[config.mk]
export PLATFORM = sky130hd
export DESIGN_NAME = pwm_multicanal
export DESIGN_NICKNAME = d
export VERILOG_FILES = /design/src/rtl/pwm_multicanal.sv
export SDC_FILE = /design/constraint.sdc
export NUM_CORES = 1
export LEC_CHECK = 0
export ABC_AREA = 1
export CAP_MARGIN = 30
export CORE_ASPECT_RATIO = 1.2
export CORE_MARGIN = 1.5
export CORE_UTILIZATION = 51
export DETAILED_ROUTE_END_ITERATION = 10
export PLACE_DENSITY = 0.81
export SLEW_MARGIN = 40
export SYNTH_ARGS = -nofsm -noshare
export SYNTH_HDL_FRONTEND = slang
export SYNTH_SLANG_ARGS = --single-unit
[constraint.sdc]
create_clock -name clk -period 1.84 [get_ports clk]
set_input_delay 0.368 -clock clk [delete_from_list [all_inputs] [get_ports clk]]
set_output_delay 0.368 -clock clk [all_outputs]
set_load 0.1 [all_outputs]
[src/rtl/pwm_multicanal.sv]
// pwm_multicanal: N-channel PWM with a shared prescaler and shared R-bit
// period counter. Edge- or center-aligned, with double-buffered duty values.

// One PWM channel: shadow/active duty pair plus the registered output compare.
module pwm_multicanal_ch #(
  parameter int R = 8
) (
  input  logic         clk,
  input  logic         reset,
  input  logic         load,
  input  logic         bnd,
  input  logic         en,
  input  logic [R:0]   ciclo_i,
  input  logic [R-1:0] cnt,
  output logic         pwm_o
);

  localparam logic [R:0] FULL = {1'b1, {R{1'b0}}};

  logic [R:0] shadow_q, shadow_d;
  logic [R:0] active_q, active_d;
  logic       out_q, out_d;

  // Clamp on capture, hand shadow to active at the boundary, compare every clock.
  // active still holds the old value on the boundary edge, so a load on that
  // same clock lands one period later.
  always_comb begin
    shadow_d = shadow_q;
    if (load) shadow_d = (ciclo_i > FULL) ? FULL : ciclo_i;
    active_d = bnd ? shadow_q : active_q;
    out_d    = en & ({1'b0, cnt} < active_q);
  end

  // Channel state register.
  always_ff @(posedge clk) begin
    if (reset) begin
      shadow_q <= '0;
      active_q <= '0;
      out_q    <= 1'b0;
    end else begin
      shadow_q <= shadow_d;
      active_q <= active_d;
      out_q    <= out_d;
    end
  end

  assign pwm_o = out_q;

endmodule

module pwm_multicanal #(
  parameter int R          = 8,
  parameter int TIMER_BITS = 8,
  parameter int N_CH       = 4
) (
  input  logic                    clk,
  input  logic                    reset,
  input  logic [TIMER_BITS-1:0]   final_value,
  input  logic [N_CH*(R+1)-1:0]   ciclo,
  input  logic                    load,
  input  logic                    mode,
  input  logic [N_CH-1:0]         enable,
  output logic [N_CH-1:0]         pwm_out,
  output logic                    period_end
);

  typedef enum logic {UP = 1'b0, DOWN = 1'b1} dir_e;

  localparam logic [TIMER_BITS-1:0] P_ONE   = {{(TIMER_BITS-1){1'b0}}, 1'b1};
  localparam logic [R-1:0]          C_ONE   = {{(R-1){1'b0}}, 1'b1};
  localparam logic [R-1:0]          CNT_MAX = '1;

  logic [TIMER_BITS-1:0] pcnt_q, pcnt_d;
  logic                  tick;
  logic [R-1:0]          cnt_q, cnt_d;
  dir_e                  dir_q, dir_d;
  logic                  mode_act_q, mode_act_d;
  logic                  pe_q, pe_d;
  logic                  bnd;

  // Prescaler: >= compare so lowering final_value mid-count cannot overrun.
  always_comb begin
    tick   = (pcnt_q >= final_value);
    pcnt_d = tick ? '0 : pcnt_q + P_ONE;
  end

  // Period counter / direction FSM; the boundary restarts at cnt=0 going UP
  // and latches the requested mode for the next period.
  always_comb begin
    cnt_d      = cnt_q;
    dir_d      = dir_q;
    mode_act_d = mode_act_q;
    bnd        = 1'b0;
    if (tick) begin
      if (!mode_act_q) begin
        if (cnt_q == CNT_MAX) bnd = 1'b1;
        else                  cnt_d = cnt_q + C_ONE;
      end else begin
        case (dir_q)
          UP:      if (cnt_q == CNT_MAX) dir_d = DOWN;
                   else                  cnt_d = cnt_q + C_ONE;
          DOWN:    if (cnt_q == '0)      bnd   = 1'b1;
                   else                  cnt_d = cnt_q - C_ONE;
          default: dir_d = UP;
        endcase
      end
    end
    if (bnd) begin
      cnt_d      = '0;
      dir_d      = UP;
      mode_act_d = mode;
    end
    pe_d = bnd;
  end

  // Shared timing state register.
  always_ff @(posedge clk) begin
    if (reset) begin
      pcnt_q     <= '0;
      cnt_q      <= '0;
      dir_q      <= UP;
      mode_act_q <= 1'b0;
      pe_q       <= 1'b0;
    end else begin
      pcnt_q     <= pcnt_d;
      cnt_q      <= cnt_d;
      dir_q      <= dir_d;
      mode_act_q <= mode_act_d;
      pe_q       <= pe_d;
    end
  end

  assign period_end = pe_q;

  for (genvar i = 0; i < N_CH; i++) begin : g_ch
    pwm_multicanal_ch #(.R(R)) u_ch (
      .clk     (clk),
      .reset   (reset),
      .load    (load),
      .bnd     (bnd),
      .en      (enable[i]),
      .ciclo_i (ciclo[i*(R+1) +: R+1]),
      .cnt     (cnt_q),
      .pwm_o   (pwm_out[i])
    );
  end

endmodule

==> key figures, run 1 <==
Global routing
  – All-Layer GR Usage: 24.65%
  – Largest net degree at the start of global routing: 51
  – Vias in the first global route: 4436
  – Initial antenna violation count: 0
  – First-pass GRT wire length: 19660 µm
  – Grt total ovfl: 0

STA
  – Final hold vios: 0
  – RSZ-0062 raised after global routing: yes
  – PnR worst setup slack: -0.03810 ns
  – Max-Slew Margin vs Limit: 68.60%
  – Max Freq: 532.5 MHz
  – Slew Limit Fails: 0
  – Measured slew at the worst slew-check pin: 0.4675 ns
  – Setup Viol. Count Final: 7
  – Crit share post-route: 102.1%
  – Minimum clock period: 1.878 ns
  – Worst clock skew: 0.01405 ns

Route
  – Via density: 5.236
  – Pre-Repair DR Iteration Count: 5
  – Initial DRC Count: 288
  – Routed Wire Length: 12790 µm
  – Antenna Nets Post-Route: 0
  – Residual DRC: 0
  – Vias post-DR: 4681
  – Avg WL per Cell: 14.30 µm

Logic synthesis
  – Synth top cells by count: nand2_1, dfxtp_1, inv_1, nor2_1, a21oi_1
  – Syn Nets: 784
  – Share of the synthesized area in the top cell type: 39.53%
  – Post-synthesis cell area: 4811 µm²
  – Cell accounting for the most synthesized area: dfxtp_1
  – EDFF count, synth: 0
  – Syn Inst Count: 692
  – Synth Area per Inst: 6.952 µm²
  – Cell variety after synth: 26
  – Main synth FF type: dfxtp_1
  – Seq cells post-synth: 95
  – Top post-synthesis cells by area: dfxtp_1, nand2_1, ha_1
  – FFs w/ async S/R, synth: 0%
  – Yosys warning count: 0
  – Most frequent cell after synthesis: nand2_1
  – Seq/Total Area, Yosys: 39.53%

Outcome
  – Failing checks: setup timing
  – Run status: finished, violations left

Placement
  – Placed Cells: 862
  – PortBufs: 56
  – Routability cong.: 0.9318
  – Post-DP HPWL: 8079 µm
  – DP Worst Slack: -0.4905 ns

Floorplanning
  – Die Height: 109.4 µm
  – I/O Pins: 57
  – FP Rows: 38
  – Die width: 91.66 µm
  – Die ar.: 10030 µm²
  – CORE AREA: 9129 µm²
  – Initial Utilization: 52.70%

Clocking
  – Root Driver: clkbuf_8
  – Hold_buf cts: 0
  – CTS tree: built
  – Clk_lat worst skew: 0.38 ns
  – CTS clock-pin slew for the worst setup and hold paths: 0.09 ns
  – TritonCTS buffer count: 9
  – CTS H-Tree Depth: 3
  – Clock sink count: 95
  – CTS Buffer Depth: 2

Power
  – Flop pwr share: 56.3%
  – Internal power: 2854 µW
  – Sw Ratio: 25.05%
  – Leakage: 0.002901 µW
  – Pwr dens: 607.9 nW/µm²
  – Combinational group share of total power: 11.7%
  – NetSw: 954.2 µW
  – Worst vdd ir: 705.9 µV
  – Clk pwr share: 32.0%
  – Total power: 3808 µW

Setup path
  – Critical path capture point type: register
  – CP arrival: 2.15 ns
  – CP Data Required Time: 2.11 ns
  – Reg2reg path depth: 11
  – Cell Chain, Critical Path: ha_4, nand2_4, nor2_4, nand4_1, nand3_4, a21oi_4, buf_12, buf_8, clkbuf_16, nand2_1, nand2_1
  – Most used cell, CP: nand2_1
  – Worst Path Buf+Inv: 3
  – CP peak stage delay: 0.37 ns
  – Slowest stage cell on the critical path: dfxtp_4
  – Critical path class: reg -> reg
  – Largest delay share family, worst path: simple AND/OR/NAND/NOR gates
  – Critical path depth: 11
  – Startpoint Class: register
  – Peak fanout along the critical path: 7
  – Reg2reg end: g_ch[1].u_ch.active_q[0]
  – Register-to-Register Setup Slack: -0.04 ns
  – Worst r2r src: pcnt_q[6]

Worst hold path
  – Hold WC Path Type: in -> reg
  – Worst Hold End: g_ch[0].u_ch.shadow_q[0]
  – WHS Path Cells: 2
  – Min-delay src: load

Final layout
  – Nets: 862
  – Ant diodes: 0
  – Layout cell share with drive strength beyond 1: 13.18%
  – Area growth syn-to-layout: 30.22%
  – Cell Count, Final, Fillers Out: 894

Flow run
  – Max_cap viols: 0
[worst register-to-register path: cells and delay by family, from the launching register on]
kind                       cells  cell delay, ns
AOI/OAI and AO/OA              1            0.07
adders and majority gates      1            0.27
buffers and inverters          3            0.43
DFF                            1            0.37
and+or+nand+nor                6            0.63
[sequential cells by signal, summed over array words and instances, names as in the netlist]
name	flops
dir_q	1
g_ch.u_ch.pwm_o	4
pcnt_q	8
period_end	1
cnt_q	8
g_ch.u_ch.shadow_q	36
mode_act_q	1
g_ch.u_ch.active_q	36
[final cells by class]
class                   instances  area [µm²]
clock buffers                  12       145.1
inverters                      75       281.5
multi-input cells             495        2650
well taps                     120       150.1
repair buffers                 94        1097
fillers                       742        2864
clock inverters                 3       20.02
flip-flops and latches         95        1921
[cell usage in the layout, fill, tap and decap left out, types with 3 or more instances in the layout]
master           instances
nand2_1                225
dfxtp_1                 86
inv_1                   71
nor2_1                  59
a21oi_1                 54
clkdlybuf4s50_1         42
o21ai_0                 34
ha_1                    32
nand3_1                 24
buf_4                   21
nand4_1                 19
nand2_2                 10
clkbuf_8                10
buf_12                  10
ha_4                     6
dfxtp_2                  6
dlygate4sd2_1            5
inv_2                    4
nor2_2                   4
nor3_1                   4
buf_6                    4
xnor2_1                  3
nor3b_1                  3
buf_16                   3
clkbuf_16                3
dfxtp_4                  3
dlymetal6s2s_1           3
[metal layers]
layer	up-vias	part of all wire [%]	global-route usage [%]
li1	2363	-	-
met1	2137	40	28.23
met2	143	51	43.71
met3	38	4.5	3.112
met4	0	3.8	15.51
met5	-	0	0
[power by group through the flow]
stage	combinational, µW	sequential, µW	clock [µW]
2_1_floorplan	194	2180	0
3_3_place_gp	368	2190	0
3_5_place_dp	380	2190	0
4_1_cts	417	2150	1230
5_1_grt	490	2150	1320
6_report	444	2140	1220
[stage by stage]
stage / area, µm² / utilization [%] / hold slack [ns] / setup TNS, ns
after floorplan: 4811 / - / 0.4188 / -0.05575
after global placement: 5618 / 61.54 / 0.4300 / -20.81
after detailed placement: 5618 / 61.54 / 0.4330 / -24.16
after CTS: 5989 / 65.61 / 0.3641 / -0.4858
after global routing: 6265 / 68.63 / 0.3749 / -1.642
final: 6265 / 68.63 / 0.3677 / -0.09491
[cells by family after synthesis]
kind of cell    share of synthesized area, %
simple gates                           30.07
buf+inv                                8.842
compound gates                         10.25
flops                                  39.53
fa+ha+maj                              10.40
xor+xnor                              0.9104
[worst max path at each step]
stage / end / startpoint
after CTS: g_ch[1].u_ch.active_q[1] / final_value[2]
final: g_ch[1].u_ch.active_q[0] / pcnt_q[6]
after global routing: g_ch[1].u_ch.active_q[0] / pcnt_q[6]
after floorplan: g_ch[0].u_ch.active_q[0] / final_value[7]
after detailed placement: cnt_q[4] / final_value[7]
after global placement: cnt_q[1] / final_value[5]
[repair_timing]
item                                    in CTS  in global routing
setup buffers                                4                  7
gates resized for setup                     29                 38
endpoints found under the setup margin      47                 50
pin swaps                                   12                 13
hold endpoints to repair                     0                  0
gates cloned                                 3                  5
Note: power is estimated with default switching activity, not from simulation.
==> inputs of run 2 (changes only) <==
PLACE_DENSITY = not set   (was 0.81)
PLACE_DENSITY_LB_ADDON = 0.2   (was not set)
==> key figures, run 2 (synthesis gave the netlist of run 1 again) <==
Final layout
  – Ant diodes: 0 (unchanged)
  – Nets: 869 (+0.81%)
  – Area growth syn-to-layout: 31.50%
  – Most common cell after layout, fill and taps aside: nand2_1
  – Finished Cell Area: 6326 µm² (+0.98%)
  – Layout cell share with drive strength beyond 1: 16.88% (+3.7 points)
  – Fill cells: 727 (-2.0%)
  – Cell Count, Final, Fillers Out: 902 (+0.89%)
  – Most frequent cells in the layout: nand2_1, dfxtp_1, inv_1, nor2_1, a21oi_1
  – Top Registers: g_ch.u_ch.active_q: 36 flops, g_ch.u_ch.shadow_q: 36 flops

Clocking
  – Clk_lat worst skew: 0.37 ns (about the same)
  – CTS H-Tree Depth: 3 (unchanged)
  – Clock sink count: 95 (unchanged)
  – CTS tree: built
  – Root Driver: clkbuf_8
  – CTS clock-pin slew for the worst setup and hold paths: 0.09 ns (about the same)
  – Hold_buf cts: 0 (unchanged)
  – CTS Buffer Depth: 2 (unchanged)
  – TritonCTS buffer count: 9 (unchanged)

STA
  – Worst clock skew: 0.009092 ns (-0.004956 ns)
  – Final hold vios: 0 (unchanged)
  – Setup Viol. Count Final: 22 (+15)
  – Crit share post-route: 102.1% (about the same)
  – RSZ-0062 raised after global routing: yes
  – Slew Limit Fails: 0 (unchanged)
  – Measured slew at the worst slew-check pin: 0.4918 ns (+0.02434 ns)
  – PnR worst setup slack: -0.03912 ns (-0.001021 ns)
  – Max Freq: 532.2 MHz (about the same)
  – Minimum clock period: 1.879 ns (+0.001021 ns)
  – Hold WS: 0.3531 ns (-0.01458 ns)
  – Max-Slew Margin vs Limit: 66.96% (-1.6 points)

Route
  – Residual DRC: 0 (unchanged)
  – Vias post-DR: 4692 (+0.23%)
  – Antenna Nets Post-Route: 0 (unchanged)
  – Initial DRC Count: 214 (-26%)
  – Pre-Repair DR Iteration Count: 7 (+2)
  – Avg WL per Cell: 13.28 µm (-7.2%)
  – Via density: 5.202 (-0.65%)
  – Routed Wire Length: 11980 µm (-6.3%)

Setup path
  – Worst r2r src: pcnt_q[1]
  – Reg2reg end: g_ch[0].u_ch.active_q[8]
  – CP Data Required Time: 2.15 ns (+0.04 ns)
  – Reg2reg path depth: 13 (+2)
  – Peak fanout along the critical path: 7 (unchanged)
  – End of the critical path: g_ch[0].u_ch.active_q[8]
  – Critical path class: reg -> reg
  – Register-to-Register Setup Slack: -0.04 ns (about the same)
  – Crit path from: pcnt_q[1]
  – Startpoint Class: register
  – CP arrival: 2.19 ns (+0.04 ns)
  – Critical path capture point type: register

Placement
  – Routability cong.: 0.9371 (+0.57%)
  – DP Worst Slack: -0.4821 ns (+0.008361 ns)
  – PortBufs: 56 (unchanged)
  – Placed instance area: 5655 µm² (+0.67%)
  – Post-DP HPWL: 8026 µm (-0.66%)
  – Placed Cells: 872 (+1.2%)

Global routing
  – Initial antenna violation count: 0 (unchanged)
  – Grt total ovfl: 0 (unchanged)
  – Largest net degree at the start of global routing: 51 (unchanged)
  – Vias in the first global route: 4183 (-5.7%)
  – All-Layer GR Usage: 22.92% (-1.7 points)
  – First-pass GRT wire length: 18250 µm (-7.2%)

Floorplanning
  – I/O Pins: 57 (unchanged)
  – Initial Utilization: 52.70% (unchanged)
  – Die ar.: 10030 µm² (unchanged)
  – CORE AREA: 9129 µm² (unchanged)
  – FP Rows: 38 (unchanged)
  – Die width: 91.66 µm (unchanged)
  – Die Height: 109.4 µm (unchanged)

Power
  – Pwr dens: 624.6 nW/µm² (+2.7%)
  – Worst vdd ir: 487.9 µV (-31%)
  – Leakage: 0.002992 µW (+3.2%)

Outcome
  – Run status: finished, violations left
  – Failing checks: setup timing

Worst hold path
  – Hold WC Path Type: in -> reg

Flow run
  – Max_cap viols: 0 (unchanged)
## run 2: changes by cell type in the layout (fill, tap and decap cells not counted), moves of 3 or more
cell	delta
nand2_2	+17
buf_12	-3
nand2_1	-23
nand2_4	+6
buf_4	+14
## run 2: area by class of cell
type,count,area (µm²),share of cell area (%)
Clock buffer,13,168.9,2.670
Clock inverter,3,25.02,0.3956
Timing Repair Buffer,101,1040,16.44
Multi-Input combinational cell,495,2741,43.33
Sequential cell,95,1919,30.34
Tap cell,120,150.1,2.373
Inverter,75,281.5,4.450
## run 2: worst min path at each step
stage / start / to / slack (ns) / depth (start not counted)
floorplan: g_ch[0].u_ch.active_q[1] / g_ch[0].u_ch.active_q[1] / 0.42 / 2
global placement: g_ch[2].u_ch.active_q[3] / g_ch[2].u_ch.active_q[3] / 0.43 / 2
detailed placement: g_ch[3].u_ch.shadow_q[3] / g_ch[3].u_ch.active_q[3] / 0.43 / 2
CTS: load / g_ch[0].u_ch.shadow_q[0] / 0.34 / 2
global route: load / g_ch[0].u_ch.shadow_q[5] / 0.36 / 2
finish: load / g_ch[0].u_ch.shadow_q[0] / 0.35 / 2
## run 2: through the flow
| step | util, % | setup TNS [ns] | power (µW) |
|---|---|---|---|
| 2_1_floorplan | - | -0.05575 | 2377 |
| 3_3_place_gp | 61.95 | -21.04 | 2565 |
| 3_5_place_dp | 61.95 | -23.36 | 2576 |
| 4_1_cts | 66.10 | 0 | 3907 |
| 5_1_grt | 69.30 | -5.337 | 4116 |
| 6_report | 69.30 | -0.4157 | 3951 |
## run 2: layer usage
| metal | up-vias | wire [µm] | GRT usage, % |
|---|---|---|---|
| met5 | - | 0 | 0 |
| met4 | 0 | 344 | 10.27 |
| met3 | 30 | 487 | 3.665 |
| met2 | 131 | 5901 | 40.94 |
| met1 | 2149 | 5244 | 27.14 |
| li1 | 2382 | - | - |
## run 2: report_power, final
part | internal [µW] | switching [µW]
Combinational | 228 | 225
Clock | 611 | 740
Sequential | 2110 | 36.5
## run 2: critical path, stage by stage (launching register included)
cell and delay (ns):
dfxtp_2 0.38, ha_4 0.21, nand2_1 0.06, nand2_1 0.06, nand2_2 0.07, nand2_2 0.05
nand2_2 0.10, nand3_4 0.10, buf_6 0.14, a21oi_4 0.19, buf_12 0.16, clkbuf_16 0.17
nand2_1 0.06, nand2_1 0.05
## run 2: timing repair
item                                    in CTS  in global routing
gates cloned                                 3                  3
buffers inserted                             4                  6
resized for setup                           33                 58
pin swaps                                    1                 17
endpoints found under the setup margin      46                 44
==> inputs of run 3 (changes only) <==
--- a/config.mk
+++ b/config.mk
@@ -7,4 +7,5 @@
 export LEC_CHECK = 0
 export ABC_AREA = 1
+export ABC_CLOCK_PERIOD_IN_PS = 1840
 export CAP_MARGIN = 30
 export CORE_ASPECT_RATIO = 1.2
@@ -16,3 +17,4 @@
 export SYNTH_ARGS = -nofsm -noshare
 export SYNTH_HDL_FRONTEND = slang
+export SYNTH_HIERARCHICAL = 1
 export SYNTH_SLANG_ARGS = --single-unit
==> constraint.sdc (replaced) <==
create_clock -name clk -period 1.84 [get_ports clk]
set_input_delay 0.368 -clock clk [delete_from_list [all_inputs] [get_ports clk]]
set_output_delay 0.368 -clock clk [all_outputs]
set_load 0.01 [all_outputs]
==> key figures, run 3 <==
Global routing
  – Initial antenna violation count: 0 (unchanged)
  – All-Layer GR Usage: 24.16% (+1.2 points)
  – Largest net degree at the start of global routing: 61 (+20%)
  – Vias in the first global route: 4743 (+13%)
  – First-pass GRT wire length: 20260 µm (+11%)
  – Grt total ovfl: 0 (unchanged)

Clocking
  – CTS clock-pin slew for the worst setup and hold paths: 0.07 ns (-0.02 ns)
  – Root Driver: clkbuf_16
  – Hold_buf cts: 0 (unchanged)
  – CTS tree: built
  – TritonCTS buffer count: 9 (unchanged)
  – Clock sink count: 95 (unchanged)
  – Clk_lat worst skew: 0.34 ns (-0.03 ns)
  – CTS Buffer Depth: 2 (unchanged)
  – CTS H-Tree Depth: 3 (unchanged)

STA
  – Minimum clock period: 1.826 ns (-0.05306 ns)
  – Crit share post-route: 99.24% (-2.9 points)
  – Measured slew at the worst slew-check pin: 0.4517 ns (-0.04011 ns)
  – Slew Limit Fails: 0 (unchanged)
  – Final hold vios: 0 (unchanged)
  – Setup Viol. Count Final: 0 (-100%)
  – Worst clock skew: 0.005416 ns (-0.003675 ns)
  – Max Freq: 547.6 MHz (+2.9%)
  – RSZ-0062 raised after global routing: yes
  – PnR worst setup slack: 0.01393 ns (+0.05306 ns)
  – Max-Slew Margin vs Limit: 69.85% (+2.9 points)

Logic synthesis
  – Syn Nets: 802 (+2.3%)
  – Yosys warning count: 6 (+6)
  – FFs w/ async S/R, synth: 0% (unchanged)
  – Seq/Total Area, Yosys: 37.67% (-1.9 points)
  – Cell accounting for the most synthesized area: dfxtp_1
  – Seq cells post-synth: 95 (unchanged)
  – Top post-synthesis cells by area: dfxtp_1, nand2_1, ha_1
  – Synth Area per Inst: 7.111 µm² (+2.3%)
  – Main synth FF type: dfxtp_1
  – Synth top cells by count: nand2_1, inv_1, dfxtp_1, a21oi_1, nor2_1
  – EDFF count, synth: 0 (unchanged)
  – Syn Inst Count: 710 (+2.6%)
  – Most frequent cell after synthesis: nand2_1
  – Cell variety after synth: 32 (+23%)
  – Post-synthesis cell area: 5049 µm² (+4.9%)
  – Share of the synthesized area in the top cell type: 37.67% (-1.9 points)

Final layout
  – Nets: 903 (+3.9%)
  – Top Registers: g_ch.u_ch/active_q: 36 flops, g_ch.u_ch/shadow_q: 36 flops
  – Most frequent cells in the layout: nand2_1, inv_1, dfxtp_1, nor2_1, a21oi_1
  – Fill cells: 804 (+11%)
  – Final core utilization: 69.07% (-0.22 points)
  – Ant diodes: 0 (unchanged)
  – Area growth syn-to-layout: 30.86%
  – Layout cell share with drive strength beyond 1: 17.52% (+0.64 points)
  – Most common cell after layout, fill and taps aside: nand2_1
  – Cell Count, Final, Fillers Out: 939 (+4.1%)
  – Multi-input gate area: 2830 µm² (+3.2%)
  – Register Area: 1909 µm² (-0.52%)

Route
  – Antenna Nets Post-Route: 0 (unchanged)
  – Initial DRC Count: 184 (-14%)
  – Via density: 5.060 (-2.7%)
  – Avg WL per Cell: 12.70 µm (-4.4%)
  – Vias post-DR: 4751 (+1.3%)
  – Routed Wire Length: 11920 µm (-0.47%)
  – Residual DRC: 0 (unchanged)
  – Pre-Repair DR Iteration Count: 4 (-3)

Setup path
  – CP peak stage delay: 0.36 ns (-0.02 ns)
  – Startpoint Class: register
  – Worst Path Buf+Inv: 4 (+1)
  – CP Data Required Time: 2.12 ns (-0.03 ns)
  – Critical path capture point type: register
  – Peak fanout along the critical path: 8 (+1)
  – Slowest stage cell on the critical path: dfxtp_4
  – Cell Chain, Critical Path: ha_4, a21oi_2, nor2_1, nor2_4, nand3_4, nand2_8, inv_12, clkinvlp_4, buf_6, buf_4, a21oi_1
  – Largest delay share family, worst path: buffers and inverters
  – CP arrival: 2.11 ns (-0.08 ns)
  – Critical path class: reg -> reg

Floorplanning
  – CORE AREA: 9564 µm² (+4.8%)
  – Die ar.: 10510 µm² (+4.8%)
  – Initial Utilization: 52.79% (+0.086 points)
  – FP Rows: 39 (+2.6%)
  – Die width: 93.83 µm (+2.4%)
  – I/O Pins: 57 (unchanged)
  – Die Height: 112.0 µm (+2.4%)

Placement
  – PortBufs: 56 (unchanged)
  – Placed Cells: 906 (+3.9%)
  – Post-DP HPWL: 8209 µm (+2.3%)
  – Routability cong.: 0.8775 (-6.4%)
  – DP Worst Slack: -0.6598 ns (-0.1777 ns)

Power
  – Combinational group share of total power: 10.5% (-1.0 points)
  – Pwr dens: 680.2 nW/µm² (+8.9%)
  – Leakage: 0.002992 µW (about the same)
  – NetSw: 1096 µW (+9.4%)
  – Internal power: 3398 µW (+15%)
  – Flop pwr share: 47.7% (-6.7 points)
  – Clk pwr share: 41.8% (+7.6 points)
  – Worst vdd ir: 545.8 µV (+12%)
  – Sw Ratio: 24.38% (-0.96 points)

Flow run
  – Max_cap viols: 0 (unchanged)

Outcome
  – Run status: complete, no violations

Worst hold path
  – Hold WC Path Type: reg -> reg
## run 3: power by group through the flow
stage	clock [µW]	combinational, µW	sequential [µW]
floorplan	0	224	2180
global placement	0	427	2190
detailed placement	0	439	2190
CTS	1910	458	2140
global route	2020	532	2150
finish	1880	472	2140
## run 3: worst register-to-register path, delay by kind of cell (launching register included)
kind	cells	cell delay, ns
compound gates	2	0.18
buf+inv	4	0.50
simple gates	4	0.44
flops	1	0.36
fa+ha+maj	1	0.29
## run 3: repair_timing
| action | 4_1_cts | 5_1_grt |
|---|---|---|
| pin swaps | 18 | 7 |
| endpoints found under the hold margin | 0 | 0 |
| gates cloned | 3 | 0 |
| setup buffers | 13 | 1 |
| resized for setup | 62 | 35 |
| endpoints found under the setup margin | 54 | 45 |
## run 3: worst paths after layout
path                             from                       end  slack, ns  cells past startpoint
min reg2reg  g_ch[1].u_ch/shadow_q[7]  g_ch[1].u_ch/shadow_q[7]       0.46                      2
max                         pcnt_q[5]  g_ch[2].u_ch/active_q[6]       0.01                     11
min          g_ch[1].u_ch/shadow_q[7]  g_ch[1].u_ch/shadow_q[7]       0.46                      2
max reg2reg                 pcnt_q[5]  g_ch[2].u_ch/active_q[6]       0.01                     11
## run 3: cell families (layout without fill, tap and decap cells)
group	count (synthesis)	after routing	synth area share [%]
AOI/OAI and AO/OA	148	148	15.79
adders and majority gates	40	40	9.913
and+or+nand+nor	296	296	25.75
buffers and inverters	127	233	10.19
DFF	95	95	37.67
xor gates and xnor gates	4	4	0.6941
## run 3: per-stage QoR
step	power, µW	instance area (µm²)	hold slack [ns]	TNS [ns]
6_report	4493	6606	0.4643	0
4_1_cts	4512	6502	0.4657	0
5_1_grt	4695	6606	0.4926	-1.114
3_5_place_dp	2626	5929	0.4523	-30.90
2_1_floorplan	2408	5049	0.4341	0
3_3_place_gp	2614	5929	0.4495	-26.93
## run 3: metal layers
metal | track usage [%] | vias to the layer above | wire (µm)
met5 | 0 | - | 0
met4 | 9.353 | 0 | 248
met3 | 4.918 | 24 | 384
met2 | 42.08 | 83 | 6082
met1 | 28.81 | 2164 | 5206
li1 | - | 2480 | -
## run 3: layout make-up
| cell class | count | area share, % |
|---|---|---|
| sequential | 95 | 28.90 |
| timing repair inverter | 3 | 0.3220 |
| clock buffer | 9 | 3.409 |
| timing repair buffer | 102 | 14.32 |
| clock inverter | 7 | 1.098 |
| multi-input combinational | 488 | 42.84 |
| tap | 123 | 2.330 |
| inverter | 112 | 6.780 |
